File: config.mk
export PLATFORM = sky130hd
export DESIGN_NAME = demux_sched
export DESIGN_NICKNAME = d
export VERILOG_FILES = /design/src/rtl/demux_sched.sv
export SDC_FILE = /design/constraint.sdc
export NUM_CORES = 1
export LEC_CHECK = 0
export CAP_MARGIN = 15
export CORE_UTILIZATION = 42
export DETAILED_ROUTE_END_ITERATION = 10
export HOLD_SLACK_MARGIN = 0.12
export PLACE_DENSITY = 0.85
export SETUP_SLACK_MARGIN = 0.1
export SLEW_MARGIN = 5
export SYNTH_ARGS = -nofsm -noshare
export SYNTH_HDL_FRONTEND = slang
export SYNTH_SLANG_ARGS = --single-unit
File: constraint.sdc
create_clock -name clk -period 2.05 [get_ports clk]
set_input_delay 0.615 -clock clk [delete_from_list [all_inputs] [get_ports clk]]
set_output_delay 0.615 -clock clk [all_outputs]
set_load 0.05 [all_outputs]
File: src/rtl/demux_sched.sv
`default_nettype none
// ============================================================================
// Module   : demux_sched
// Purpose  : Round-robin scheduler for a 1-to-4 demux datapath. Accepts one
//            word at a time from a valid/ready source, grants it to the next
//            eligible channel (ready and not masked), and holds the transfer
//            until that channel acks it or a timeout aborts it. A timed-out
//            channel is masked until mask_clr is pulsed.
// Ports    : clk, rst_n          - clock, async active-low reset
//            in_valid/in_data/in_ready - upstream handshake
//            ch_ready[3:0]       - per-channel ready-to-receive
//            ch_ack[3:0]         - per-channel acceptance pulse
//            mask_clr            - clear all mask bits
//            ch_valid[3:0]       - one-hot strobe to the granted channel
//            ch_data[DW-1:0]     - registered word to the channels
//            sel[1:0]            - demux select (granted index)
//            mask[3:0]           - channels disabled by timeout
//            err                 - one-cycle pulse after a timeout abort
//            busy                - high while a transfer is in flight
// Revision : 1.0 - initial release
// ============================================================================
module demux_sched #(
  parameter int DW      = 8,
  parameter int TIMEOUT = 15
) (
  input  logic          clk,
  input  logic          rst_n,
  input  logic          in_valid,
  input  logic [DW-1:0] in_data,
  output logic          in_ready,
  input  logic [3:0]    ch_ready,
  input  logic [3:0]    ch_ack,
  input  logic          mask_clr,
  output logic [3:0]    ch_valid,
  output logic [DW-1:0] ch_data,
  output logic [1:0]    sel,
  output logic [3:0]    mask,
  output logic          err,
  output logic          busy
);

  localparam int            TW     = $clog2(TIMEOUT + 1);
  // Timer value on the last permitted SEND cycle (timer is 0 on the first).
  localparam logic [TW-1:0] T_LAST = TW'(TIMEOUT - 1);

  typedef enum logic [0:0] {
    IDLE = 1'b0,
    SEND = 1'b1
  } state_t;

  state_t        state_q, state_d;
  logic [1:0]    ptr_q, ptr_d;
  logic [1:0]    sel_q, sel_d;
  logic [3:0]    ch_valid_q, ch_valid_d;
  logic [DW-1:0] ch_data_q, ch_data_d;
  logic [3:0]    mask_q, mask_d;
  logic          err_q, err_d;
  logic [TW-1:0] timer_q, timer_d;

  logic [3:0]    eligible;
  logic [1:0]    idx;
  logic [1:0]    off;
  logic [1:0]    grant;

  always_comb begin
    eligible = ch_ready & ~mask_q;

    // Distance from ptr to the first eligible channel; scanning downwards
    // leaves the smallest distance in off.
    idx = '0;
    off = '0;
    for (int i = 3; i >= 0; i--) begin
      idx = ptr_q + 2'(i);
      if (eligible[idx]) begin
        off = 2'(i);
      end
    end
    grant = ptr_q + off;

    in_ready = (state_q == IDLE) && (|eligible);

    state_d    = state_q;
    ptr_d      = ptr_q;
    sel_d      = sel_q;
    ch_valid_d = ch_valid_q;
    ch_data_d  = ch_data_q;
    timer_d    = timer_q;
    err_d      = 1'b0;
    // Clear is applied first so a same-cycle timeout still sets its bit.
    mask_d     = mask_clr ? 4'b0000 : mask_q;

    case (state_q)
      IDLE: begin
        if (in_valid && in_ready) begin
          ch_data_d  = in_data;
          sel_d      = grant;
          ch_valid_d = 4'b0001 << grant;
          timer_d    = '0;
          state_d    = SEND;
        end
      end
      SEND: begin
        timer_d = timer_q + 1'b1;
        // Ack has priority over a timeout landing in the same cycle.
        if (ch_ack[sel_q]) begin
          ch_valid_d = 4'b0000;
          ptr_d      = sel_q + 2'd1;
          state_d    = IDLE;
        end else if (timer_q == T_LAST) begin
          ch_valid_d = 4'b0000;
          mask_d     = mask_d | (4'b0001 << sel_q);
          err_d      = 1'b1;
          ptr_d      = sel_q + 2'd1;
          state_d    = IDLE;
        end
      end
      default: begin
        state_d = IDLE;
      end
    endcase
  end

  always_ff @(posedge clk or negedge rst_n) begin
    if (!rst_n) begin
      state_q    <= IDLE;
      ptr_q      <= '0;
      sel_q      <= '0;
      ch_valid_q <= '0;
      ch_data_q  <= '0;
      mask_q     <= '0;
      err_q      <= 1'b0;
      timer_q    <= '0;
    end else begin
      state_q    <= state_d;
      ptr_q      <= ptr_d;
      sel_q      <= sel_d;
      ch_valid_q <= ch_valid_d;
      ch_data_q  <= ch_data_d;
      mask_q     <= mask_d;
      err_q      <= err_d;
      timer_q    <= timer_d;
    end
  end

  assign ch_valid = ch_valid_q;
  assign ch_data  = ch_data_q;
  assign sel      = sel_q;
  assign mask     = mask_q;
  assign err      = err_q;
  assign busy     = (state_q == SEND);

endmodule
`default_nettype wire

==> results.sh, run 1 <==
export IMPL_vias=1396
export IMPL_antenna_cells=0
export IMPL_total_power_mw=3.07
export IMPL_ys_ff_latch=26
export IMPL_violations="setup timing"
export IMPL_drive_gt1_share_pct=37.3
export IMPL_fin_cells=264
export IMPL_numCtsBuffers=3
export IMPL_start_kind="flop"
export IMPL_ys_top_cells_by_area="dfrtp_1 (46%), nand2_1 (10%), ha_1 (6.1%)"
export IMPL_first_global_vias=1439
export IMPL_critPathKind="reg2out"
export IMPL_layout_commonest_cell="buf_4"
export IMPL_clk_pin_slew_ps=150
export IMPL_maxCapViolations=0
export IMPL_hp_class="reg2reg"
export IMPL_dieArea_um2=3640
export IMPL_grt_overflow=0
export IMPL_period_needed_ps=2100
export IMPL_p_leak_nw=1.05
export IMPL_peakVddDrop_v=0.000870
export IMPL_numClockSinks=26
export IMPL_antenna_found_initial=0
export IMPL_seq_area_frac_synth_pct=45.5
export IMPL_drt_iter0_drc=79
export IMPL_final_setup_skew_ps=11.1
export IMPL_slew_headroom_pct=77.6
export IMPL_syn_cell_area_um2=1430
export IMPL_syn_mean_instance_area_um2=9.34
export IMPL_finalMaxSlewViolations=0
export IMPL_drt_pass1_iter_count=5
export IMPL_die_w_um=60.3
export IMPL_worst_pin_slew_ps=336
export IMPL_placed_cells=251
export IMPL_cts_max_path_buffers=2
export IMPL_place_ws_ps=-711
export IMPL_whs_ps=502
export IMPL_finalSetupViolations=2
export IMPL_syn_inst=153
export IMPL_fill_cells=239
export IMPL_grt_max_degree=27
export IMPL_cts_tree="built"
export IMPL_io_pins=41
export IMPL_fin_ws_ps=-50.8
export IMPL_cp_max_fo=2
export IMPL_synth_nets=180
export IMPL_ys_warn_count=0
export IMPL_rows=20
export IMPL_grt_pass1_wl_um=6110
export IMPL_clk_latency_ps=320
export IMPL_power_density_nw_per_um2=1410
export IMPL_drc=0
export IMPL_syn_to_final_growth_pct=52.6
export IMPL_yosys_area_top_type_share_pct=45.5
export IMPL_routed_wl_um=3760
export IMPL_final_cell_mix="buf_4 (44), nand2_1 (38), dfrtp_1 (19), clkdlybuf4s50_1 (15), nand3_1 (11)"
export IMPL_finish_utilization_pct=69.7
export IMPL_cp_arrival_ps=1490
export IMPL_ys_types=34
export IMPL_cp_end_kind="output pin"
export IMPL_finalSetupTns_ps=-99.5
export IMPL_dp_final_hpwl_um=2700
export IMPL_placed_area_um2=2010
export IMPL_fmax_mhz=476
export IMPL_core_area_um2=3130
export IMPL_root_buffer="clkbuf_4"
export IMPL_fin_nets=248
export IMPL_antenna_left=0
export IMPL_h_tree_depth=1
export IMPL_drt_wirelength_per_cell_um=14.3
export IMPL_fp_dieH_um=60.3
export IMPL_required_ps=1430
export IMPL_start_util_pct=45.7
export IMPL_hold_viol=0
export IMPL_port_buffers=40
export IMPL_yosys_area_top_type="dfrtp_1"
export IMPL_gp_congestion=0.848
export IMPL_grt_usage_pct=22.4
export IMPL_rsz0062_at_grt="true"
export IMPL_outcome="finished with violations"
export IMPL_stdcell_area_um2=2180
export IMPL_viasPerCell=5.29
export IMPL_period_share_pct=102
==> what timing repair did <==
item / CTS / global route
buffers inserted: 7 / 2
resized for setup: 23 / 8
pin swaps: 7 / 8
endpoints found under the setup margin: 18 / 17
hold buffers: 0 / 0
==> Yosys cell counts <==
library cell	n
inv_1	7
buf_6	1
mux4_1	1
nor2_1	4
nand3_1	12
a2111oi_0	1
a311oi_1	1
nor3_1	1
o22ai_1	1
ha_1	7
clkbuf_1	3
mux2i_1	2
dfrtp_1	26
nand2b_1	5
a211o_1	1
o211ai_1	3
o311a_1	1
nand4_1	2
nor2b_1	3
and2_0	1
a21oi_1	2
o21ai_0	14
nand2_1	38
xor2_1	2
a21boi_2	1
and3_1	3
nand2_4	1
or4_1	2
a41oi_4	1
and4_1	2
nand2b_4	1
mux2_2	1
and4b_1	1
buf_2	1
==> metal layers <==
layer	GRT usage, %	vias to the layer above	part of all wire [%]
met5	0	-	0
met4	7.97	0	1.4
met3	2.81	8	5.3
met2	41.0	60	53
met1	26.8	662	40
li1	-	666	-
==> flip-flops by register name, summed over array words and instances (netlist names) <==
signal,flops
busy,1
ch_data,8
ch_valid,4
err,1
mask,4
ptr_q,2
sel,2
timer_q,4
==> final timing paths <==
check | from | to | slack, ps | cells after the start
max | mask[2]$_DFF_PN0_ | in_ready | -50 | 4
min | ch_data[7]$_DFFE_PN0P_ | ch_data[7]$_DFFE_PN0P_ | 500 | 2
max reg2reg | mask[2]$_DFF_PN0_ | ch_valid[0]$_DFFE_PN0P_ | -50 | 8
min reg2reg | ch_data[7]$_DFFE_PN0P_ | ch_data[7]$_DFFE_PN0P_ | 500 | 2
max in group asynchronous | rst_n | ptr_q[0]$_DFFE_PN0P_ | 1130 | 2
min in group asynchronous | rst_n | timer_q[1]$_DFFE_PN0P_ | 650 | 2
==> where the power goes <==
group	total, mW	switching [mW]	internal [mW]
combinational	1.79	1.05	0.733
clock	0.350	0.152	0.197
sequential	0.930	0.228	0.702
==> worst max-delay path, cell delays in order, from the launching register on <==
cell and delay [ps]:
dfrtp_2 430, nand2b_1 180, buf_6 140, a41oi_4 250, buf_12 170
==> area by class of cell <==
cell class / count / area [um2] / area share [%]
Sequential cell: 26 / 659 / 30.2
Tap cell: 44 / 55.1 / 2.52
Clock buffer: 3 / 22.5 / 1.03
Clock inverter: 1 / 30.0 / 1.38
Timing Repair Buffer: 68 / 577 / 26.4
Multi-Input combinational cell: 115 / 811 / 37.2
Inverter: 7 / 26.3 / 1.20
==> logic make-up after synthesis <==
| family | after synthesis | share of synthesized area [%] |
|---|---|---|
| and+or+nand+nor | 76 | 26.4 |
| AOI/OAI and AO/OA | 26 | 12.9 |
| DFF | 26 | 45.5 |
| buffers and inverters | 12 | 3.77 |
| adders and majority gates | 7 | 6.13 |
| muxes | 4 | 4.03 |
| xor gates and xnor gates | 2 | 1.23 |
Note: power is estimated with default switching activity, not from simulation.
==> run 2, diff against run 1 <==
CTS_BUF_LIST = sky130_fd_sc_hd__clkbuf_16   (was default)
SLEW_MARGIN = default   (was 5)
==> run 2 against run 1 <==
The flow still finishes with violations (setup timing). Routed wire length increased by 6.3%. Total power is 8.1% higher. Non-clock buffer count fell by 3. First-iteration DRC count is 53% higher. Critical path depth up 4. Hold slack worse by 16 ps. Clock skew down 5.3 ps. Flip-flop and latch count stayed put. Register-to-register slack improved by 40 ps.
==> results.sh, run 2 (synthesized netlist as in run 1, its figures left out) <==
export IMPL_critical_path_cell_chain="buf_2 -> nor2b_4 -> a311oi_2 -> o21ai_1 -> ha_1 -> nand2b_4 -> or4_4 -> nand3_2"
export IMPL_start_util_pct=45.7
export IMPL_finalMaxSlewViolations=0
export IMPL_routed_wl_um=4000
export IMPL_fp_dieH_um=60.3
export IMPL_hp_class="reg2reg"
export IMPL_fin_ws_ps=-16.6
export IMPL_crit_cells=8
export IMPL_finalSetupViolations=1
export IMPL_dieArea_um2=3640
export IMPL_drc=0
export IMPL_io_pins=41
export IMPL_whs_ps=486
export IMPL_gp_congestion=0.848
export IMPL_port_buffers=40
export IMPL_maxCapViolations=0
export IMPL_critPathKind="in2reg"
export IMPL_r2r_cells=8
export IMPL_outcome="finished with violations"
export IMPL_fill_cells=234
export IMPL_cp_max_fo=5
export IMPL_start_kind="primary input"
export IMPL_viasPerCell=5.36
export IMPL_antenna_cells=0
export IMPL_period_needed_ps=2070
export IMPL_slew_headroom_pct=77.5
export IMPL_required_ps=2250
export IMPL_place_ws_ps=-711
export IMPL_fin_nets=245
export IMPL_syn_to_final_growth_pct=54.9
export IMPL_drt_pass1_iter_count=5
export IMPL_power_density_nw_per_um2=1500
export IMPL_antenna_found_initial=0
export IMPL_slowest_delay_ps=420
export IMPL_dp_final_hpwl_um=2700
export IMPL_largest_reg_flops=8
export IMPL_fmax_mhz=484
export IMPL_core_area_um2=3130
export IMPL_regArea_um2=659
export IMPL_peakVddDrop_v=0.00102
export IMPL_multiInputGateArea_um2=820
export IMPL_drive_gt1_share_pct=36.9
export IMPL_grt_max_degree=27
export IMPL_violations="setup timing"
export IMPL_die_w_um=60.3
export IMPL_hold_viol=0
export IMPL_clk_pin_slew_ps=70
export IMPL_cts_tree="built"
export IMPL_total_power_mw=3.32
export IMPL_crit_buf_inv=1
export IMPL_cp_arrival_ps=2270
export IMPL_period_share_pct=101
export IMPL_worst_pin_slew_ps=337
export IMPL_critical_path_top_delay_family="simple AND/OR/NAND/NOR gates"
export IMPL_grt_overflow=0
export IMPL_worstHoldPathCells=2
export IMPL_drt_wirelength_per_cell_um=15.3
export IMPL_p_leak_nw=1.07
export IMPL_numCtsBuffers=3
export IMPL_root_buffer="clkbuf_16"
export IMPL_cp_end_kind="flop"
export IMPL_grt_pass1_wl_um=6710
export IMPL_rsz0062_at_grt="true"
export IMPL_crit_slowest_cell="or4_4"
export IMPL_vias=1398
export IMPL_h_tree_depth=1
export IMPL_numClockSinks=26
export IMPL_final_setup_skew_ps=5.85
export IMPL_grt_usage_pct=24.7
export IMPL_hold_buffers=0
export IMPL_first_global_vias=1493
export IMPL_cts_max_path_buffers=2
export IMPL_drt_iter0_drc=121
export IMPL_clk_latency_ps=260
export IMPL_antenna_left=0
export IMPL_rows=20
export IMPL_final_cell_mix="buf_4 (40), nand2_1 (38), dfrtp_1 (19), nand3_1 (11), clkdlybuf4s50_1 (11)"
export IMPL_layout_commonest_cell="buf_4"
## run 2: stage by stage
stage / std cells / util, % / area [um2] / setup TNS [ps]
floorplan: 153 / - / 1480 / -241
global placement: 251 / 64.3 / 2010 / -8380
detailed placement: 251 / 64.3 / 2010 / -9740
CTS: 262 / 70.0 / 2190 / -73.6
global route: 261 / 70.8 / 2210 / -234
finish: 261 / 70.8 / 2210 / -16.6
## run 2: worst paths after layout
check / startpoint / end / slack (ps)
max in group asynchronous: rst_n / mask[1]$_DFF_PN0_ / 1050
min in group asynchronous: rst_n / ch_data[2]$_DFFE_PN0P_ / 720
min reg2reg: ch_data[7]$_DFFE_PN0P_ / ch_data[7]$_DFFE_PN0P_ / 490
min: ch_data[7]$_DFFE_PN0P_ / ch_data[7]$_DFFE_PN0P_ / 490
max reg2reg: mask[0]$_DFF_PN0_ / ch_valid[0]$_DFFE_PN0P_ / -10
max: ch_ready[2] / ch_valid[0]$_DFFE_PN0P_ / -20
## run 2: routing by layer
metal  global-route usage (%)  vias to the layer above  wire [um]
met4                     6.98                        0         55
li1                         -                      659          -
met3                     3.68                       11        176
met5                        0                        -          0
met2                     46.3                       62       2150
met1                     28.9                      666       1620
## run 2: repair_timing
item / CTS / global route
endpoints found under the setup margin: 20 / 16
buffers inserted: 7 / 0
resized for setup: 33 / 11
pin swaps: 13 / 8
gates cloned: 0 / 0
## run 2: area by class of cell
type,instances,share of cell area (%)
multi-input cells,115,37.0
clock inverters,1,1.36
well taps,44,2.49
flip-flops and latches,26,29.8
inverters,7,1.19
repair buffers,65,24.8
clock buffers,3,3.39
## run 2: worst min-delay path: cells and delay by family (launching register included)
kind | cells | cell delay, ps
DFF | 1 | 350
and+or+nand+nor | 2 | 100
## run 2: power breakdown
part | leakage, nW | total [mW] | switching, mW | internal, mW
clock network | 0.0511 | 0.565 | 0.177 | 0.388
registers | 0.324 | 0.942 | 0.237 | 0.705
logic | 0.699 | 1.81 | 1.07 | 0.736
